`src/rtl/eth_tx_source_arbiter_if.sv`:
```
// Signal bundle between the audio/video frame buffers, the TX scheduler and the
// source arbiter. The master modport is the arbiter side.
interface eth_tx_source_arbiter_if;
    logic        aud_req;
    logic [10:0] aud_len;
    logic        aud_done;
    logic        vid_req;
    logic [10:0] vid_len;
    logic        vid_done;
    logic        sched_new_data;
    logic        sched_audio_video;
    logic [10:0] sched_num_words;
    logic        sched_tx_eof;
    logic        busy;
    logic        timeout_err;
    logic [15:0] frames_sent;

    modport master (
        input  aud_req, aud_len, vid_req, vid_len, sched_tx_eof,
        output aud_done, vid_done, sched_new_data, sched_audio_video,
               sched_num_words, busy, timeout_err, frames_sent
    );

    modport slave (
        output aud_req, aud_len, vid_req, vid_len, sched_tx_eof,
        input  aud_done, vid_done, sched_new_data, sched_audio_video,
               sched_num_words, busy, timeout_err, frames_sent
    );
endinterface

```
`src/rtl/eth_tx_source_arbiter.sv`:
```
// Round-robin arbiter sharing one Ethernet TX frame scheduler between the audio
// and video buffers, with per-frame watchdog, inter-frame gap and sent counter.
module eth_tx_source_arbiter #(
    parameter int IFG_CYCLES     = 24,
    parameter int TIMEOUT_CYCLES = 4096,
    parameter int MAX_LEN        = 1024
) (
    input  logic                      clk_50mhz,
    input  logic                      eth_rstn,
    eth_tx_source_arbiter_if.master   arb
);
    localparam int WW = (TIMEOUT_CYCLES > 1) ? $clog2(TIMEOUT_CYCLES) : 1;
    localparam int GW = (IFG_CYCLES > 1) ? $clog2(IFG_CYCLES) : 1;
    localparam logic [WW-1:0] WD_LAST   = WW'((TIMEOUT_CYCLES > 0) ? TIMEOUT_CYCLES - 1 : 0);
    localparam logic [GW-1:0] GAP_LAST  = GW'((IFG_CYCLES > 0) ? IFG_CYCLES - 1 : 0);
    localparam logic [10:0]   MAX_LEN_W = 11'(MAX_LEN);

    typedef enum logic [1:0] {IDLE, START, WAIT_EOF, GAP} state_t;

    state_t        state_reg;
    logic [1:0]    req_q_reg;            // bit 1 = audio, bit 0 = video
    logic [10:0]   len_q_reg [2];
    logic          last_served_reg;      // 1 = audio, 0 = video
    logic          eof_prev_reg;
    logic [WW-1:0] wd_cnt_reg;
    logic [GW-1:0] gap_cnt_reg;
    logic          aud_done_reg;
    logic          vid_done_reg;
    logic          new_data_reg;
    logic          av_reg;
    logic [10:0]   num_words_reg;
    logic          busy_reg;
    logic          timeout_reg;
    logic [15:0]   frames_reg;

    logic [10:0]   src_len [2];
    logic [10:0]   clamped_len [2];
    logic          grant_audio;
    logic          eof_edge;
    logic          wd_expired;

    assign src_len[1] = arb.aud_len;
    assign src_len[0] = arb.vid_len;

    for (genvar gi = 0; gi < 2; gi++) begin : g_src
        assign clamped_len[gi] = (src_len[gi] > MAX_LEN_W) ? MAX_LEN_W : src_len[gi];
    end

    // On a tie the source that was not served last wins.
    assign grant_audio = (req_q_reg == 2'b11) ? !last_served_reg : req_q_reg[1];
    assign eof_edge    = arb.sched_tx_eof && !eof_prev_reg;
    assign wd_expired  = (wd_cnt_reg == WD_LAST);

    always_ff @(posedge clk_50mhz) begin
        if (!eth_rstn) begin
            state_reg       <= IDLE;
            req_q_reg       <= 2'b00;
            len_q_reg[0]    <= '0;
            len_q_reg[1]    <= '0;
            last_served_reg <= 1'b0;
            eof_prev_reg    <= 1'b0;
            wd_cnt_reg      <= '0;
            gap_cnt_reg     <= '0;
            aud_done_reg    <= 1'b0;
            vid_done_reg    <= 1'b0;
            new_data_reg    <= 1'b0;
            av_reg          <= 1'b0;
            num_words_reg   <= '0;
            busy_reg        <= 1'b0;
            timeout_reg     <= 1'b0;
            frames_reg      <= '0;
        end else begin
            eof_prev_reg <= arb.sched_tx_eof;
            aud_done_reg <= 1'b0;
            vid_done_reg <= 1'b0;
            timeout_reg  <= 1'b0;
            // Requests are only captured while idle so a buffer that drops its
            // request after done is never re-granted from a stale sample.
            req_q_reg    <= (state_reg == IDLE) ? {arb.aud_req, arb.vid_req} : 2'b00;
            len_q_reg[0] <= clamped_len[0];
            len_q_reg[1] <= clamped_len[1];

            case (state_reg)
                IDLE: begin
                    if (req_q_reg != 2'b00) begin
                        av_reg        <= grant_audio;
                        num_words_reg <= grant_audio ? len_q_reg[1] : len_q_reg[0];
                        new_data_reg  <= 1'b1;
                        busy_reg      <= 1'b1;
                        wd_cnt_reg    <= '0;
                        state_reg     <= START;
                    end
                end
                START, WAIT_EOF: begin
                    if (state_reg == WAIT_EOF && eof_edge) begin
                        aud_done_reg    <= av_reg;
                        vid_done_reg    <= !av_reg;
                        frames_reg      <= frames_reg + 16'd1;
                        last_served_reg <= av_reg;
                        gap_cnt_reg     <= '0;
                        busy_reg        <= (IFG_CYCLES != 0);
                        state_reg       <= (IFG_CYCLES != 0) ? GAP : IDLE;
                    end else if (wd_expired) begin
                        timeout_reg     <= 1'b1;
                        last_served_reg <= av_reg;
                        new_data_reg    <= 1'b0;
                        gap_cnt_reg     <= '0;
                        busy_reg        <= (IFG_CYCLES != 0);
                        state_reg       <= (IFG_CYCLES != 0) ? GAP : IDLE;
                    end else begin
                        wd_cnt_reg <= wd_cnt_reg + 1'b1;
                        if (state_reg == START && !arb.sched_tx_eof) begin
                            new_data_reg <= 1'b0;
                            state_reg    <= WAIT_EOF;
                        end
                    end
                end
                GAP: begin
                    if (gap_cnt_reg == GAP_LAST) begin
                        busy_reg  <= 1'b0;
                        state_reg <= IDLE;
                    end else begin
                        gap_cnt_reg <= gap_cnt_reg + 1'b1;
                    end
                end
                default: state_reg <= IDLE;
            endcase
        end
    end

    assign arb.aud_done          = aud_done_reg;
    assign arb.vid_done          = vid_done_reg;
    assign arb.sched_new_data    = new_data_reg;
    assign arb.sched_audio_video = av_reg;
    assign arb.sched_num_words   = num_words_reg;
    assign arb.busy              = busy_reg;
    assign arb.timeout_err       = timeout_reg;
    assign arb.frames_sent       = frames_reg;
endmodule

```
`src/flat_wrapper.sv`:
```
// flat-port wrapper written by rule: the top's interface ports become plain ports
module eth_tx_source_arbiter_flat 
#(
    parameter int IFG_CYCLES     = 24,
    parameter int TIMEOUT_CYCLES = 4096,
    parameter int MAX_LEN        = 1024
)
  (clk_50mhz, eth_rstn, arb_aud_req, arb_aud_len, arb_vid_req, arb_vid_len, arb_sched_tx_eof, arb_aud_done, arb_vid_done, arb_sched_new_data, arb_sched_audio_video, arb_sched_num_words, arb_busy, arb_timeout_err, arb_frames_sent);
  eth_tx_source_arbiter_if arb_i ();
  input  logic clk_50mhz;
  input  logic eth_rstn;
  input wire logic [$bits(arb_i.aud_req)-1:0] arb_aud_req;
  input wire logic [$bits(arb_i.aud_len)-1:0] arb_aud_len;
  input wire logic [$bits(arb_i.vid_req)-1:0] arb_vid_req;
  input wire logic [$bits(arb_i.vid_len)-1:0] arb_vid_len;
  input wire logic [$bits(arb_i.sched_tx_eof)-1:0] arb_sched_tx_eof;
  output wire logic [$bits(arb_i.aud_done)-1:0] arb_aud_done;
  output wire logic [$bits(arb_i.vid_done)-1:0] arb_vid_done;
  output wire logic [$bits(arb_i.sched_new_data)-1:0] arb_sched_new_data;
  output wire logic [$bits(arb_i.sched_audio_video)-1:0] arb_sched_audio_video;
  output wire logic [$bits(arb_i.sched_num_words)-1:0] arb_sched_num_words;
  output wire logic [$bits(arb_i.busy)-1:0] arb_busy;
  output wire logic [$bits(arb_i.timeout_err)-1:0] arb_timeout_err;
  output wire logic [$bits(arb_i.frames_sent)-1:0] arb_frames_sent;
  assign arb_i.aud_req = arb_aud_req;
  assign arb_i.aud_len = arb_aud_len;
  assign arb_i.vid_req = arb_vid_req;
  assign arb_i.vid_len = arb_vid_len;
  assign arb_i.sched_tx_eof = arb_sched_tx_eof;
  assign arb_aud_done = arb_i.aud_done;
  assign arb_vid_done = arb_i.vid_done;
  assign arb_sched_new_data = arb_i.sched_new_data;
  assign arb_sched_audio_video = arb_i.sched_audio_video;
  assign arb_sched_num_words = arb_i.sched_num_words;
  assign arb_busy = arb_i.busy;
  assign arb_timeout_err = arb_i.timeout_err;
  assign arb_frames_sent = arb_i.frames_sent;
  eth_tx_source_arbiter #(.IFG_CYCLES(IFG_CYCLES), .TIMEOUT_CYCLES(TIMEOUT_CYCLES), .MAX_LEN(MAX_LEN)) u_core (.clk_50mhz(clk_50mhz), .eth_rstn(eth_rstn), .arb(arb_i));
endmodule
```
`config.mk`:
```
export PLATFORM = sky130hd
export DESIGN_NAME = eth_tx_source_arbiter_flat
export DESIGN_NICKNAME = d
export VERILOG_FILES = /design/src/rtl/eth_tx_source_arbiter_if.sv /design/src/rtl/eth_tx_source_arbiter.sv /design/src/flat_wrapper.sv
export SDC_FILE = /design/constraint.sdc
export NUM_CORES = 1
export LEC_CHECK = 0
export CORE_MARGIN = 2
export CORE_UTILIZATION = 52
export CTS_CLUSTER_DIAMETER = 30
export DETAILED_ROUTE_END_ITERATION = 8
export PLACE_DENSITY_LB_ADDON = 0.25
export SLEW_MARGIN = 20
export SYNTH_ARGS = -nofsm -noshare
export SYNTH_HDL_FRONTEND = slang
export SYNTH_SLANG_ARGS = --single-unit
```
`constraint.sdc`:
```
create_clock -name clk_50mhz -period 2.52 [get_ports clk_50mhz]
set_clock_uncertainty 0.15 [all_clocks]
set_input_delay 0.504 -clock clk_50mhz [delete_from_list [all_inputs] [get_ports clk_50mhz]]
set_output_delay 0.504 -clock clk_50mhz [all_outputs]
set_load 0.005 [all_outputs]
```
==> metrics.yaml <==
timing:
  worst_pin_slew_ns: 0.4850
  max_slew_margin_pct: 67.42
  fin_crit_sh_pct: 86.78
  drv_slew: 0
  finalHoldViolCount: 0
  fmax_ghz: 0.4573
  period_minus_slack_ns: 2.187
  rsz0062_at_grt: "false"
  finalSetupViolCount: 0
  timing.setup.tns_ns: 0
global_routing:
  grt-ovfl-total: 0
  antenna_found_initial: 0
  grt_max_degree: 39
  grt_pass1_wl_mm: 13.02
  grt_pass1_vias: 2882
  grt.total_usage_pct: 22.46
clock_network:
  cts-root-buf: "clkbuf_8"
  clk_latency_ns: 0.36
  cts.path.max_buffers: 2
  cts.repair.resized: 0
  cts_buffers: 9
  cts_setup_buffers: 0
  cts_tree: "built"
  cts.sinks: 78
  clkSlewWorstSetupHoldPaths_ns: 0.08
  htree_levels: 3
  hold_buffers: 0
routing:
  first_pass_iters: 4
  vias: 3006
  drc: 0
  via_per_inst: 5.682
  drtIter0Drc: 99
  antenna_left: 0
  drt_wl_total_mm: 7.746
  routedWlPerCell_um: 14.64
yosys:
  synth_ff_type: "dfxtp_1"
  yosysMostFrequentCell: "dfxtp_1"
  ys_top_cells_by_count: "dfxtp_1, nand2_1, nor2_1"
  ys_warn_count: 0
  yosysTopAreaCell: "dfxtp_1"
  ys_seq_elements: 78
  synth_edf_count: 0
  yosysSeqAreaShare_pct: 45.93
  synth_top_area_share_pct: 45.93
  ys_top_cells_by_area: "dfxtp_1, mux2i_1, and2_1"
  synth_cells: 374
  synth_area_um2: 3400
  synthArstFlopShare_pct: 0
  synth_cell_type_count: 47
  syn_nets: 408
  syn_avg_cell_area_um2: 9.090
power:
  ir_drop_mv: 0.4919
  powerDensity_nw_per_um2: 872.3
  leakagePower_nw: 1.598
  total_power_w: 0.003832
floorplan:
  io_pins: 60
  fp.dieArea_um2: 7200
  core_um2: 6350
  die-height_um: 84.86
  die_w_um: 84.86
  rows: 29
  start_util_pct: 53.54
placed_design:
  port_buffers: 59
  place_congestion: 0.9013
  place_hpwl_mm: 5.488
critical_path:
  path_buf_inv: 1
  max_stage_delay_ns: 0.44
  crit_family: "simple AND/OR/NAND/NOR gates"
  worst_path_max_delay_cell: "or3_1"
  worstSetupStartpointType: "flip-flop"
  required_ns: 2.66
  crit_fanout: 4
  crit_type: "flip-flop to flip-flop"
  cp.arrival_ns: 2.33
  path_cells: "inv_1, ha_1, and3b_1, or3_1, or4_1, a21oi_1"
  endpoint_kind: "flip-flop"
layout:
  fin_nets: 481
  multi_input_area_um2: 1722
  drive_gt1_share_pct: 9.513
  seq_area_um2: 1562
  n_fill_cell: 528
  post-route-util_pct: 69.18
  area_growth_pct: 29.22
  antenna_cells: 0
  largest_reg_flops: 22
worst_hold_path:
  worstHoldPathType: "flip-flop to flip-flop"
flow_run:
  maxCapViolations: 0
outcome:
  outcome: "completed"
-- worst reg2reg max path, cell delays in order, from the launching register on --
cell and delay, ns:
dfxtp_1 0.40, inv_1 0.09, ha_1 0.25, and3b_1 0.23
or3_1 0.44, or4_1 0.41, a21oi_1 0.14
-- metal layers --
layer	part of all wire, %	up-vias	routed length, µm	track usage (%)
li1	-	1499	-	-
met1	44	1404	3390	27.51
met2	49	91	3784	38.44
met3	5.7	12	440	4.669
met4	1.7	0	130	9.380
met5	0	-	0	0
-- power breakdown --
part	total (W)	switching, W	internal, W
Combinational	0.00133	0.000712	0.000622
Sequential	0.00145	0.0000869	0.00136
Clock	0.00105	0.000484	0.000565
Total	0.00383	0.00128	0.00255
-- placed cells by master (no fill, tap or decap), types with 2 or more instances in the layout --
cell type,count
and4_1,2
nand2_1,28
clkbuf_8,9
a211oi_1,13
o221ai_1,5
ha_1,7
xnor2_1,8
o311ai_2,2
nand4_1,14
o21a_1,3
nand4b_1,3
dfxtp_1,78
or3_1,2
or4_1,2
nand2b_1,8
mux2i_1,22
nor2_1,27
inv_6,2
a21oi_1,11
buf_4,22
bufinv_16,2
clkdlybuf4s50_1,59
and3_1,8
xor2_1,2
nand3_1,22
inv_1,10
nor3_1,15
o21ai_0,8
nor4_1,10
and2_1,23
o31ai_1,3
clkinvlp_4,2
a31oi_1,3
-- path summary, 6_finish.rpt --
| kind | start | end | slack (ns) | depth (start not counted) |
|---|---|---|---|---|
| worst min-delay path | u_core.arb.sched_new_data | u_core.arb.sched_new_data | 0.34 | 2 |
| worst min register to register | u_core.arb.sched_new_data | u_core.arb.sched_new_data | 0.34 | 2 |
| worst max register to register | u_core.state_reg[0] | u_core.wd_cnt_reg[0] | 0.33 | 6 |
| worst max-delay path | u_core.state_reg[0] | u_core.wd_cnt_reg[0] | 0.33 | 6 |
-- metrics by stage --
step,setup WS [ns],hold WS [ns],instance area (µm²),cells
2_1_floorplan,0.4365,0.2883,3400,374
3_3_place_gp,0.1523,0.2993,4173,513
3_5_place_dp,0.1179,0.3196,4173,513
4_1_cts,0.3516,0.3373,4393,529
5_1_grt,0.2743,0.3505,4393,529
6_report,0.3332,0.3357,4393,529
-- cell type report --
type,instances,share of cell area (%)
clock buffers,10,2.905
clock inverters,6,2.108
inverters,10,0.8545
multi-input cells,267,39.19
flip-flops and latches,78,35.55
well taps,77,2.193
repair buffers,81,17.20
-- kinds of logic after synthesis --
group | synth area share [%]
AO/OA/AOI/OAI | 11.70
XOR/XNOR | 2.577
adder cells (fa/ha/maj) | 2.576
buffers and inverters | 3.423
flip-flops | 45.93
multiplexers | 6.478
AND/OR/NAND/NOR | 27.31
No activity file was read; power rests on OpenSTA's default activity.
==> patch 1 (config.mk and constraints unchanged) <==
`TIMEOUT_CYCLES` is set to 4096 in 2 places; all go to 16384.
--- a/src/rtl/eth_tx_source_arbiter.sv
+++ b/src/rtl/eth_tx_source_arbiter.sv
@@ -4,3 +4,3 @@
     parameter int IFG_CYCLES     = 24,
-    parameter int TIMEOUT_CYCLES = 4096,
+    parameter int TIMEOUT_CYCLES = 16384,
     parameter int MAX_LEN        = 1024
--- a/src/flat_wrapper.sv
+++ b/src/flat_wrapper.sv
@@ -4,3 +4,3 @@
     parameter int IFG_CYCLES     = 24,
-    parameter int TIMEOUT_CYCLES = 4096,
+    parameter int TIMEOUT_CYCLES = 16384,
     parameter int MAX_LEN        = 1024
Function: same outputs for any inputs over 10 cycles, from zero or initial values and one cycle with eth_rstn low; that may be too few to reach the edited logic, so the function may still have changed.
==> patch 1 against the unedited design <==
First-iteration DRC count up 43%; total power down 5.5%; routed wire length up 0.93%; sequential cell count increased by 2; worst setup slack worse by 0.17 ns; area after synthesis increased by 2.1%; maximum frequency down 7.3%; design area increased by 0.66%; count of clock-buffer cells in the layout is 1 higher.
==> patch 1: results (changes against the unedited design) <==
share_of_synthesized_cell_area_in_full_adder_half_adder_and_majority_cells_pct: 2.52  # -0.053 points
syn_inst: 384  # +2.7%
standard_cell_with_the_maximum_stage_delay_on_the_critical_path: "or4_1"
final_layout_size_suffix_gt1_share_pct: 9.78  # +0.27 points
startpoint: "u_core.wd_cnt_reg[1]"
dr_total_vias: 3098  # +3.1%
synth.mux.area_fraction_pct: 4.04  # -2.4 points
synth.cells.most_frequent: "dfxtp_1 (80), nor2_1 (35), nand2_1 (28)"
post_drt_via_cell_ratio: 5.77  # +1.5%
synth_fp_nets: 418  # +2.5%
first_pass_grt_wire_length_um: 13700  # +5.4%
irDropWorstVdd_v: 0.000691  # +41%
synth_compound_gate_area_share_pct: 14.9  # +3.1 points
post_cts_resized: 0  # unchanged
power_total_uw: 3620  # -5.5%
min_delay_path_depth: 1  # -1
synthXorXnorAreaFrac_pct: 3.03  # +0.45 points
globalRouteTotalUtil_pct: 23.2  # +0.73 points
finalWeightedCongestion: 0.864  # -4.1%
r2r_slack_ns: 0.16  # -0.17 ns
min_from: "u_core.arb.sched_audio_video"
outcome: "completed"
synth_cell_types: 52  # +11%
achievable-frequency_ghz: 0.424  # -7.3%
wl_per_cell_um: 14.6  # -0.57%
fin_hold_ws_ns: 0.317  # -0.0182 ns
slew_headroom_pct: 67.1  # -0.29 points
holdPathEnd: "u_core.arb.vid_done"
timing.reg2reg.worst_path_depth: 7  # +1
worstPathArrival_ns: 2.46  # +0.13 ns
critPathMaxStageDelay_ns: 0.58  # +0.14 ns
via_count_of_the_first_global_routing_pass: 3049  # +5.8%
detailed_place.area_mm2: 0.00424  # +1.6%
power.static_leakage_uw: 0.00154  # -3.9%
## patch 1: cell count changes after synthesis, sizes merged, moves of 3 or more
cell,before,now
nor4,10,14
nor3,16,13
or3,2,7
o221ai,5,0
a31oi,3,7
nand2b,8,0
nand4,14,9
and3,8,5
nor2,28,35
mux2i,22,14
a21oi,11,21
o21ai,8,13
## patch 1: area by class of cell
type	count	area, um2
Inverter	10	37.5
Sequential cell	80	1600
Tap cell	77	96.3
Multi-Input combinational cell	276	1750
Clock buffer	11	151
Timing Repair Buffer	79	753
Fill cell	512	1960
Clock inverter	4	30.0
## patch 1: per-layer routing
| metal | up-vias | wire length (um) | global-route usage, % | part of all wire, % |
|---|---|---|---|---|
| met3 | 14 | 299 | 2.89 | 3.8 |
| met5 | - | 0 | 0 | 0 |
| met4 | 0 | 142 | 10.1 | 1.8 |
| li1 | 1547 | - | - | - |
| met2 | 87 | 3660 | 37.3 | 47 |
| met1 | 1450 | 3710 | 31.5 | 47 |
==> patch 2 (config.mk and constraints unchanged) <==
Made on the original files. Encoding of `state_t`: now one-hot (4 bits for 4 states).
--- a/src/rtl/eth_tx_source_arbiter.sv
+++ b/src/rtl/eth_tx_source_arbiter.sv
@@ -17,3 +17,3 @@
 
-    typedef enum logic [1:0] {IDLE, START, WAIT_EOF, GAP} state_t;
+    typedef enum logic [3:0] {IDLE = 4'b0001, START = 4'b0010, WAIT_EOF = 4'b0100, GAP = 4'b1000} state_t;
 
Function: same outputs for any inputs over 10 cycles, from zero or initial values and one cycle with eth_rstn low; not proved beyond that.
==> patch 2 against the unedited design <==
Die area rose by 0.52%; final cell count grew 0.19%; sequential cell count up 2; design area grew 0.43%; largest power group unchanged; total power fell by 15%; worst setup slack worse by 0.10 ns; critical path type is now in -> reg; via count is 2.4% lower; count of clock-buffer cells in the layout fell by 1; area after synthesis grew 0.55%; routed wire length shrank 6.5%; critical endpoint is now u_core.arb.frames_sent[8].
==> patch 2: results (changes against the unedited design) <==
outcome: "completed"
ys_top_cells_by_area: "dfxtp_1 (47%), mux2i_1 (5.0%), and2_1 (4.9%), nor2_1 (4.2%), xnor2_1 (3.1%)"
wl_per_cell_um: 13.7  # -6.6%
total_met3_wirelength_after_detailed_routing_um: 337  # -23%
detailed_place_hpwl_um: 5390  # -1.7%
placement_setup_slack_ns: -0.229  # -0.347 ns
final.signal_inverter_count: 7  # -3
wirelength_um: 7250  # -6.5%
power.static_leakage_uw: 0.00160  # about the same
first_pass_grt_wire_length_um: 12400  # -4.8%
detailed_place.area_mm2: 0.00420  # +0.63%
synth_cell_types: 58  # +23%
critPathMaxStageDelay_ns: 0.47  # +0.03 ns
via_count_of_the_first_global_routing_pass: 2849  # -1.1%
routedLengthMet1_um: 3260  # -3.9%
cts.sinks: 80  # +2.6%
dr_wl_met2_um: 3560  # -6.1%
finalWeightedCongestion: 0.789  # -12%
clock_cell_area_share_pct: 4.57  # -0.45 points
worstPathArrival_ns: 2.42  # +0.09 ns
multi_input_combinational_cell_area_mm2: 0.00172  # -0.22%
dp_cells: 514  # +0.19%
finalNetCount: 478  # -0.62%
multi_input_area_share_pct: 38.9  # -0.25 points
irDropWorstVdd_v: 0.000380  # -23%
share_of_the_yosys_chip_area_belonging_to_registers_pct: 46.9  # +0.92 points
[patch 2: power breakdown]
| group | internal (uW) | leakage (uW) | switching [uW] | total (uW) |
|---|---|---|---|---|
| clock | 466 | 0.000100 | 484 | 950 |
| combinational | 437 | 0.000847 | 411 | 848 |
| sequential | 1390 | 0.000652 | 87.3 | 1470 |
| total | 2290 | 0.00160 | 982 | 3270 |
[patch 2: kinds of logic after synthesis]
group	share of synthesized area [%]
fa+ha+maj	1.10
xor+xnor	4.10
mux	5.42
buf+inv	3.22
flops	46.9
simple gates	26.6
compound gates	12.7
[patch 2: path summary, 6_finish.rpt]
check                             start                        end  slack, ns
hold / removal    u_core.gap_cnt_reg[4]      u_core.gap_cnt_reg[4]       0.31
setup / recovery       arb_sched_tx_eof  u_core.arb.frames_sent[8]       0.23
setup reg to reg   u_core.wd_cnt_reg[1]      u_core.gap_cnt_reg[1]       0.33
hold reg to reg   u_core.gap_cnt_reg[4]      u_core.gap_cnt_reg[4]       0.31
